`config.mk`:
```
export PLATFORM = sky130hd
export DESIGN_NAME = uart_rx
export DESIGN_NICKNAME = d
export VERILOG_FILES = /design/src/rtl/uart_rx.sv
export SDC_FILE = /design/constraint.sdc
export NUM_CORES = 1
export LEC_CHECK = 0
export ABC_AREA = 1
export BUFFER_PORTS_ARGS = -buffer_cell sky130_fd_sc_hd__buf_2
export CAP_MARGIN = 20
export CORE_MARGIN = 1.5
export CORE_UTILIZATION = 58
export DETAILED_ROUTE_END_ITERATION = 10
export GPL_TIMING_DRIVEN = 0
export PLACE_DENSITY_LB_ADDON = 0.08
export SYNTH_ARGS = -nofsm -noshare
export SYNTH_HDL_FRONTEND = slang
export SYNTH_SLANG_ARGS = --single-unit
```
`constraint.sdc`:
```
create_clock -name clock -period 2.16 [get_ports clock]
set_clock_uncertainty 0.1 [all_clocks]
set_input_delay 0.324 -clock clock [delete_from_list [all_inputs] [get_ports clock]]
set_output_delay 0.324 -clock clock [all_outputs]
set_load 0.1 [all_outputs]
```
`src/rtl/uart_rx.sv`:
```
// uart_rx: 8N1 UART receiver (8E1 when UART_RX_PARITY_EN is defined) with a
// single-entry output register and valid/ready handshake.
//
// Optional feature macro: UART_RX_PARITY_EN. When defined, an even parity bit
// follows the data bits and parity_err reports a mismatch. When undefined,
// parity_err is tied low.
//
// Ports:
//   clock       in   single clock, rising edge
//   reset       in   asynchronous active-low reset
//   rx          in   asynchronous serial line, idle high
//   rx_data     out  received byte
//   rx_valid    out  rx_data holds an unconsumed byte
//   rx_ready    in   consumer accepts the byte this cycle
//   frame_err   out  stop bit of the held byte sampled low
//   parity_err  out  parity mismatch on the held byte
//   overrun     out  a completed byte was dropped (sticky until handshake)
module uart_rx #(
  parameter int unsigned CLKS_PER_BIT = 216
) (
  input  logic       clock,
  input  logic       reset,
  input  logic       rx,
  output logic [7:0] rx_data,
  output logic       rx_valid,
  input  logic       rx_ready,
  output logic       frame_err,
  output logic       parity_err,
  output logic       overrun
);

  localparam int unsigned CNT_W = $clog2(CLKS_PER_BIT + 1);
  localparam logic [CNT_W-1:0] CNT_LAST = CNT_W'(CLKS_PER_BIT);
  localparam logic [CNT_W-1:0] CNT_MID  = CNT_W'(CLKS_PER_BIT / 2);

`ifdef UART_RX_PARITY_EN
  typedef enum logic [2:0] {
    IDLE   = 3'd0,
    START  = 3'd1,
    DATA   = 3'd2,
    PARITY = 3'd3,
    STOP   = 3'd4
  } state_e;
`else
  typedef enum logic [2:0] {
    IDLE  = 3'd0,
    START = 3'd1,
    DATA  = 3'd2,
    STOP  = 3'd4
  } state_e;
`endif

  state_e           state_q, state_d;
  logic [CNT_W-1:0] cnt_q, cnt_d;
  logic [2:0]       idx_q, idx_d;
  logic [7:0]       shift_q, shift_d;
  logic [1:0]       sync_q;
  logic [7:0]       data_q, data_d;
  logic             valid_q, valid_d;
  logic             ferr_q, ferr_d;
  logic             ovr_q, ovr_d;
`ifdef UART_RX_PARITY_EN
  logic             par_bad_q, par_bad_d;
  logic             perr_q, perr_d;
`endif

  logic rx_s_c;
  logic complete_c;
  logic handshake_c;

  assign rx_s_c      = sync_q[1];
  assign handshake_c = valid_q && rx_ready;

  // Two-flop synchronizer; resets to the idle-high line level.
  always_ff @(posedge clock or negedge reset) begin
    if (!reset) begin
      sync_q <= 2'b11;
    end else begin
      sync_q <= {sync_q[0], rx};
    end
  end

  // State and output registers.
  always_ff @(posedge clock or negedge reset) begin
    if (!reset) begin
      state_q   <= IDLE;
      cnt_q     <= '0;
      idx_q     <= 3'd0;
      shift_q   <= 8'h00;
      data_q    <= 8'h00;
      valid_q   <= 1'b0;
      ferr_q    <= 1'b0;
      ovr_q     <= 1'b0;
`ifdef UART_RX_PARITY_EN
      par_bad_q <= 1'b0;
      perr_q    <= 1'b0;
`endif
    end else begin
      state_q   <= state_d;
      cnt_q     <= cnt_d;
      idx_q     <= idx_d;
      shift_q   <= shift_d;
      data_q    <= data_d;
      valid_q   <= valid_d;
      ferr_q    <= ferr_d;
      ovr_q     <= ovr_d;
`ifdef UART_RX_PARITY_EN
      par_bad_q <= par_bad_d;
      perr_q    <= perr_d;
`endif
    end
  end

  // Next-state: frame sequencing, then output register update.
  always_comb begin
    state_d    = state_q;
    cnt_d      = cnt_q;
    idx_d      = idx_q;
    shift_d    = shift_q;
    data_d     = data_q;
    valid_d    = valid_q;
    ferr_d     = ferr_q;
    ovr_d      = ovr_q;
    complete_c = 1'b0;
`ifdef UART_RX_PARITY_EN
    par_bad_d  = par_bad_q;
    perr_d     = perr_q;
`endif

    if (state_q != IDLE) begin
      cnt_d = cnt_q + CNT_W'(1);
    end

    case (state_q)
      IDLE: begin
        cnt_d = '0;
        if (!rx_s_c) begin
          state_d = START;
        end
      end
      START: begin
        // Mid-start-bit recheck rejects short glitches on the line.
        if (cnt_q == CNT_MID) begin
          cnt_d   = '0;
          idx_d   = 3'd0;
          state_d = rx_s_c ? IDLE : DATA;
        end
      end
      DATA: begin
        if (cnt_q == CNT_LAST) begin
          cnt_d          = '0;
          shift_d[idx_q] = rx_s_c;
          if (idx_q == 3'd7) begin
`ifdef UART_RX_PARITY_EN
            state_d = PARITY;
`else
            state_d = STOP;
`endif
          end else begin
            idx_d = idx_q + 3'd1;
          end
        end
      end
`ifdef UART_RX_PARITY_EN
      PARITY: begin
        if (cnt_q == CNT_LAST) begin
          cnt_d     = '0;
          par_bad_d = rx_s_c ^ (^shift_q);
          state_d   = STOP;
        end
      end
`endif
      STOP: begin
        // Return to IDLE mid-stop-bit so a following start edge is caught.
        if (cnt_q == CNT_LAST) begin
          cnt_d      = '0;
          complete_c = 1'b1;
          state_d    = IDLE;
        end
      end
      default: begin
        cnt_d   = '0;
        state_d = IDLE;
      end
    endcase

    // Handshake empties the output register and clears all flags.
    if (handshake_c) begin
      valid_d = 1'b0;
      ferr_d  = 1'b0;
      ovr_d   = 1'b0;
`ifdef UART_RX_PARITY_EN
      perr_d  = 1'b0;
`endif
    end

    // A completed frame loads if the register is free or being drained this
    // cycle; otherwise it is dropped and overrun is flagged.
    if (complete_c) begin
      if (!valid_q || rx_ready) begin
        data_d  = shift_q;
        valid_d = 1'b1;
        ferr_d  = ~rx_s_c;
`ifdef UART_RX_PARITY_EN
        perr_d  = par_bad_q;
`endif
      end else begin
        ovr_d = 1'b1;
      end
    end
  end

  assign rx_data   = data_q;
  assign rx_valid  = valid_q;
  assign frame_err = ferr_q;
  assign overrun   = ovr_q;
`ifdef UART_RX_PARITY_EN
  assign parity_err = perr_q;
`else
  assign parity_err = 1'b0;
`endif

endmodule

```
After elaboration in Yosys (flattened, before gate mapping)
Cells that the tools add are included.
{"block": "classes", "add_sub_neg": 2, "magnitude_cmp": 2, "n_eq_ne": 12, "n_mux": 29, "bitwise": 1, "n_reduce_logical": 12}
{"op": "$mux W3", "count": 8}
{"op": "$mux W8", "count": 3}
{"op": "$pmux W8 S2", "count": 1}
{"op": "$mux W1", "count": 12}
{"op": "$ne A2 B2 Y1 const B", "count": 6}
{"op": "$pmux W3 S4", "count": 1}
{"op": "$add A8 B1 Y8 const B", "count": 1}
{"op": "$bwmux W8", "count": 1}
{"op": "$eq A8 B7 Y1 const B", "count": 1}
{"op": "$eq A8 B8 Y1 const B", "count": 1}
{"op": "$eq A3 B3 Y1 const B", "count": 2}
{"op": "$pmux W3 S2", "count": 1}
{"op": "$reduce_and A5 Y1", "count": 1}
{"op": "$lt A3 B4 Y1 const B", "count": 1}
{"op": "$reduce_and A2 Y1", "count": 2}
{"op": "$reduce_and A4 Y1", "count": 1}
{"op": "$add A3 B1 Y3 const B", "count": 1}
{"op": "$demux W1 S3", "count": 1}
{"op": "$eq A3 B1 Y1 const B", "count": 1}
{"op": "$eq A3 B2 Y1 const B", "count": 1}
{"op": "$ge A3 B1 Y1 const B", "count": 1}
{"op": "$logic_not A3 Y1", "count": 1}
{"op": "$reduce_bool A3 Y1", "count": 1}
{"op": "$logic_and A1 B1 Y1", "count": 2}
{"op": "6 further kinds", "count": 6}
{"block": "totals", "regBits": 35, "inputBits": 4, "out_inout_bits": 12, "elab_cells": 67}

Longest topological paths before layout
{"block": "depth", "depth_word": 5, "mapped_depth": 10}

Least setup slack after synthesis
OpenSTA, ideal clock, no wires.
{"block": "synth_path", "path_kind": "reg-to-reg", "startpoint": "register valid_q, in the netlist rx_valid", "endpoint": "register data_q[6], in the netlist rx_data[6]", "setup_time_ns": 0.074, "arrival_time_ns": 1.636, "setup_slack_ns": 0.350, "path_stages_with_launch": 6, "path_buffers": 1, "period_less_slack_ns": 1.810, "path_cell_list": "dfrtp_1 > nand2_1 > nand3_4 > buf_6 > nand2_2 > o21ai_2"}
{"block": "synth_via", "elab_chain_cells": 3}
{"item": "start, declared", "line_no": "59", "text": "logic valid_q, valid_d;"}
{"item": "start signal, assigned", "line_no": "104", "text": "valid_q <= valid_d;"}
{"item": "$logic_not A1 Y1", "line_no": "200", "text": "if (!valid_q || rx_ready) begin"}
{"item": "$logic_or A1 B1 Y1", "line_no": "200"}
{"item": "$reduce_and A2 Y1 (no line)"}
{"item": "end signal, assigned", "line_no": "103", "text": "data_q <= data_d;"}
{"item": "end, declared", "line_no": "58", "text": "logic [7:0] data_q, data_d;"}
No other way between the ends.
A chain may end at the register's enable or synchronous reset.

Final worst setup path
{"block": "layout_path", "startpoint": "register cnt_q[0]", "endpoint": "register cnt_q[7]"}
{"block": "layout_via", "elab_chain_cells": 4}
{"item": "start, declared", "line_no": "54", "text": "logic [CNT_W-1:0] cnt_q, cnt_d;"}
{"item": "start signal, assigned", "line_no": "100", "text": "cnt_q <= cnt_d;"}
{"item": "$add A8 B1 Y8", "line_no": "131", "text": "cnt_d = cnt_q + CNT_W'(1);"}
{"item": "$mux W8", "line_no": "130", "text": "if (state_q != IDLE) begin"}
{"item": "$mux W8 (on tied branches)", "line_no": "150, 175, 143"}
{"item": "$pmux W8 S2 (*)", "line_no": "134", "text": "case (state_q)"}
{"item": "via cnt_d[7]", "line_no": "54"}
Mark *: on every way through the listed nets, which the timed path passes. The rest lies on a longest branch.

==> flow_summary.json <==
{
  "area_delta_synth_final_pct": 10.6,
  "fmaxAchievable_ghz": 0.578,
  "fin_crit_sh_pct": 80.1,
  "worstPathArrival_ps": 1850,
  "floorplan.initialDensity_pct": 61.8,
  "crit_fanout": 8,
  "setup_tns_ps": 0,
  "met3_usage_pct": 7.03,
  "dr.first_iter.drc_count": 44,
  "die_h_um": 57.4,
  "dieArea_um2": 3300,
  "grt.busiest_layer": "met2",
  "antenna_cells": 0,
  "maxCapViolations": 0,
  "ios": 16,
  "clock_latency_ps": 340,
  "first_pass_iters": 4,
  "layout-drive-gt1-share_pct": 20.2,
  "relSlewSlack_pct": 50.5,
  "worst_slew_pin_slew_ps": 742,
  "hold_class": "input pin to flop",
  "postRouteAntennaNets": 0,
  "met2_usage_pct": 31.3,
  "cp_top_family": "simple AND/OR/NAND/NOR gates",
  "hp-start": "rx_ready",
  "clock_path_buffers": 2,
  "cts_tree": "built",
  "grt_max_degree": 36,
  "synth_cell_types": 25,
  "dp_hpwl_um": 2100,
  "wl_um": 2850,
  "htreeDepth": 2,
  "leakagePower_nw": 0.950,
  "path_clk_slew_ps": 100,
  "antenna_found_initial": 0,
  "numCtsBuffers": 5,
  "rsz0062_at_grt": "no",
  "via_count": 1296,
  "critPathLaunch": "cnt_q[0]$_DFF_PN0_",
  "layout_common_cells": "nand2_1 (58), dfrtp_1 (33), inv_1 (29)",
  "drv_slew": 0,
  "cts_root_buf": "clkbuf_4",
  "layout_min_cycle_time_ps": 1730,
  "yosysSeqAreaShare_pct": 51.1,
  "yosysWarnings": 0,
  "crit_slowest_cell": "dfrtp_1",
  "viasPerCell": 5.00,
  "grt_pass1_vias": 1207,
  "drc": 0,
  "core_um2": 2780,
  "required_ps": 2280,
  "synth_cells": 204,
  "nets": 235,
  "use_met1_pct": 26.4,
  "post-place-ws_ps": 451,
  "critPathBufInv": 2,
  "dp.cells": 249,
  "setup_violations": 0,
  "fillers": 226,
  "crit_path_max_incr_delay_ps": 410,
  "hold_ws_ps": 178,
  "timing.rr.start": "cnt_q[0]$_DFF_PN0_",
  "instances_no_fill": 259,
  "peakVddDrop_mv": 0.520,
  "rows": 19,
  "critPathKind": "flop to flop",
  "overflow": 0,
  "gp_congestion": 0.881,
  "status": "completed",
  "die_w_um": 57.4,
  "clkSinkCount": 35,
  "grtUsageTotal_pct": 20.5,
  "syn_nets": 212,
  "syn_area_um2": 1720,
  "mostFrequentLayoutCell": "nand2_1",
  "ys_ff_latch": 35,
  "hold_viol_final": 0,
  "syn_avg_cell_area_um2": 8.42,
  "path_cells": "inv_1 -> ha_1 -> nand2_1 -> nor2_2 -> nand2_2 -> nand2_1 -> inv_1 -> nor2_4 -> nor2_1",
  "power_density_nw_per_um2": 539,
  "wl_per_cell_um": 11.0,
  "end_kind": "flop",
  "grt_pass1_wl_um": 5130,
  "setup_slack_ps": 431,
  "cp-start-kind": "flop",
  "portBuffers": 14
}
==> logic make-up after synthesis <==
group | count (synthesis) | synth area share (%)
xor+xnor | 4 | 2.04
fa+ha+maj | 4 | 2.91
simple gates | 103 | 26.8
flops | 35 | 51.1
other cells | 1 | 0.218
buf+inv | 32 | 7.65
compound gates | 25 | 9.25
==> layer usage <==
layer | routed length, um | vias up | part of all wire (%)
met5 | 0 | - | 0
met4 | 53 | 0 | 1.9
met3 | 135 | 6 | 4.7
met2 | 1250 | 29 | 44
met1 | 1420 | 583 | 50
li1 | - | 678 | -
==> power by group <==
part / switching, W / leakage, nW / internal, W
sequential: 0.00000197 / 0.467 / 0.000658
clock: 0.000214 / 0.0347 / 0.000121
combinational: 0.0000227 / 0.448 / 0.00000601
==> metrics by stage <==
step / util [%] / power [W] / instance area (um2)
6_report: 68.3 / 0.00102 / 1900
5_1_grt: 68.3 / 0.00107 / 1900
4_1_cts: 68.3 / 0.00104 / 1900
3_5_place_dp: 65.7 / 0.000700 / 1830
3_3_place_gp: 65.7 / 0.000699 / 1830
2_1_floorplan: - / 0.000683 / 1720
==> Yosys cell counts <==
| master | count | area (um2) |
|---|---|---|
| nand3_4 | 1 | 17.5 |
| o21ai_0 | 14 | 70.1 |
| buf_6 | 1 | 11.3 |
| dfstp_2 | 2 | 52.6 |
| conb_1 | 1 | 3.75 |
| nand4_1 | 1 | 6.26 |
| inv_1 | 29 | 109 |
| xor2_1 | 3 | 26.3 |
| inv_2 | 1 | 3.75 |
| nand2_2 | 4 | 25.0 |
| nand3_1 | 13 | 65.1 |
| ha_1 | 4 | 50.1 |
| nand2_1 | 58 | 218 |
| nand3b_1 | 1 | 7.51 |
| nor2_4 | 2 | 22.5 |
| nor2_1 | 19 | 71.3 |
| nor3_1 | 1 | 5.00 |
| nand3_2 | 1 | 10.0 |
| dfrtp_1 | 33 | 826 |
| xnor2_1 | 1 | 8.76 |
| a21oi_1 | 1 | 5.00 |
| o21ai_2 | 9 | 78.8 |
| buf_4 | 1 | 7.51 |
| nor2_2 | 2 | 12.5 |
| o21ai_1 | 1 | 5.00 |
==> flip-flops by register name, indices dropped and copies added (netlist names) <==
| name | flops |
|---|---|
| rx_valid | 1 |
| idx_q | 3 |
| shift_q | 8 |
| rx_data | 8 |
| cnt_q | 8 |
| overrun | 1 |
| state_q | 3 |
| frame_err | 1 |
| sync_q | 2 |
==> worst register-to-register path: stages (launching register included) <==
cell and delay, ps:
dfrtp_1 410, inv_1 110, ha_1 190, nand2_1 70, nor2_2 100, nand2_2 120, nand2_1 140, inv_1 80
nor2_4 220, nor2_1 80
==> area by class of cell <==
class / instances / area, um2 / area share [%]
Multi-Input combinational cell: 137 / 708 / 37.3
Clock buffer: 5 / 37.5 / 1.98
Inverter: 30 / 113 / 5.93
Tap cell: 31 / 38.8 / 2.04
Sequential cell: 35 / 878 / 46.2
Clock inverter: 3 / 15.0 / 0.791
Buffer: 2 / 18.8 / 0.988
Timing Repair Buffer: 16 / 90.1 / 4.74
==> final timing paths <==
| path | endpoint | slack, ps | cells after the start |
|---|---|---|---|
| min in group asynchronous | cnt_q[5]$_DFF_PN0_ | 480 | 2 |
| hold reg to reg | sync_q[1]$_DFF_PN1_ | 260 | 0 |
| setup / recovery | cnt_q[7]$_DFF_PN0_ | 430 | 9 |
| setup reg to reg | cnt_q[7]$_DFF_PN0_ | 430 | 9 |
| max in group asynchronous | cnt_q[2]$_DFF_PN0_ | 990 | 2 |
| hold / removal | overrun$_DFF_PN0_ | 180 | 4 |
==> what timing repair did <==
item                                    in CTS  in global routing
endpoints found under the setup margin       0                  0
buffers inserted                             0                  0
gates resized for setup                      0                  0
hold buffers                                 2                  0
hold endpoints to repair                    34                  0
Power figures use the tool's default switching activity.
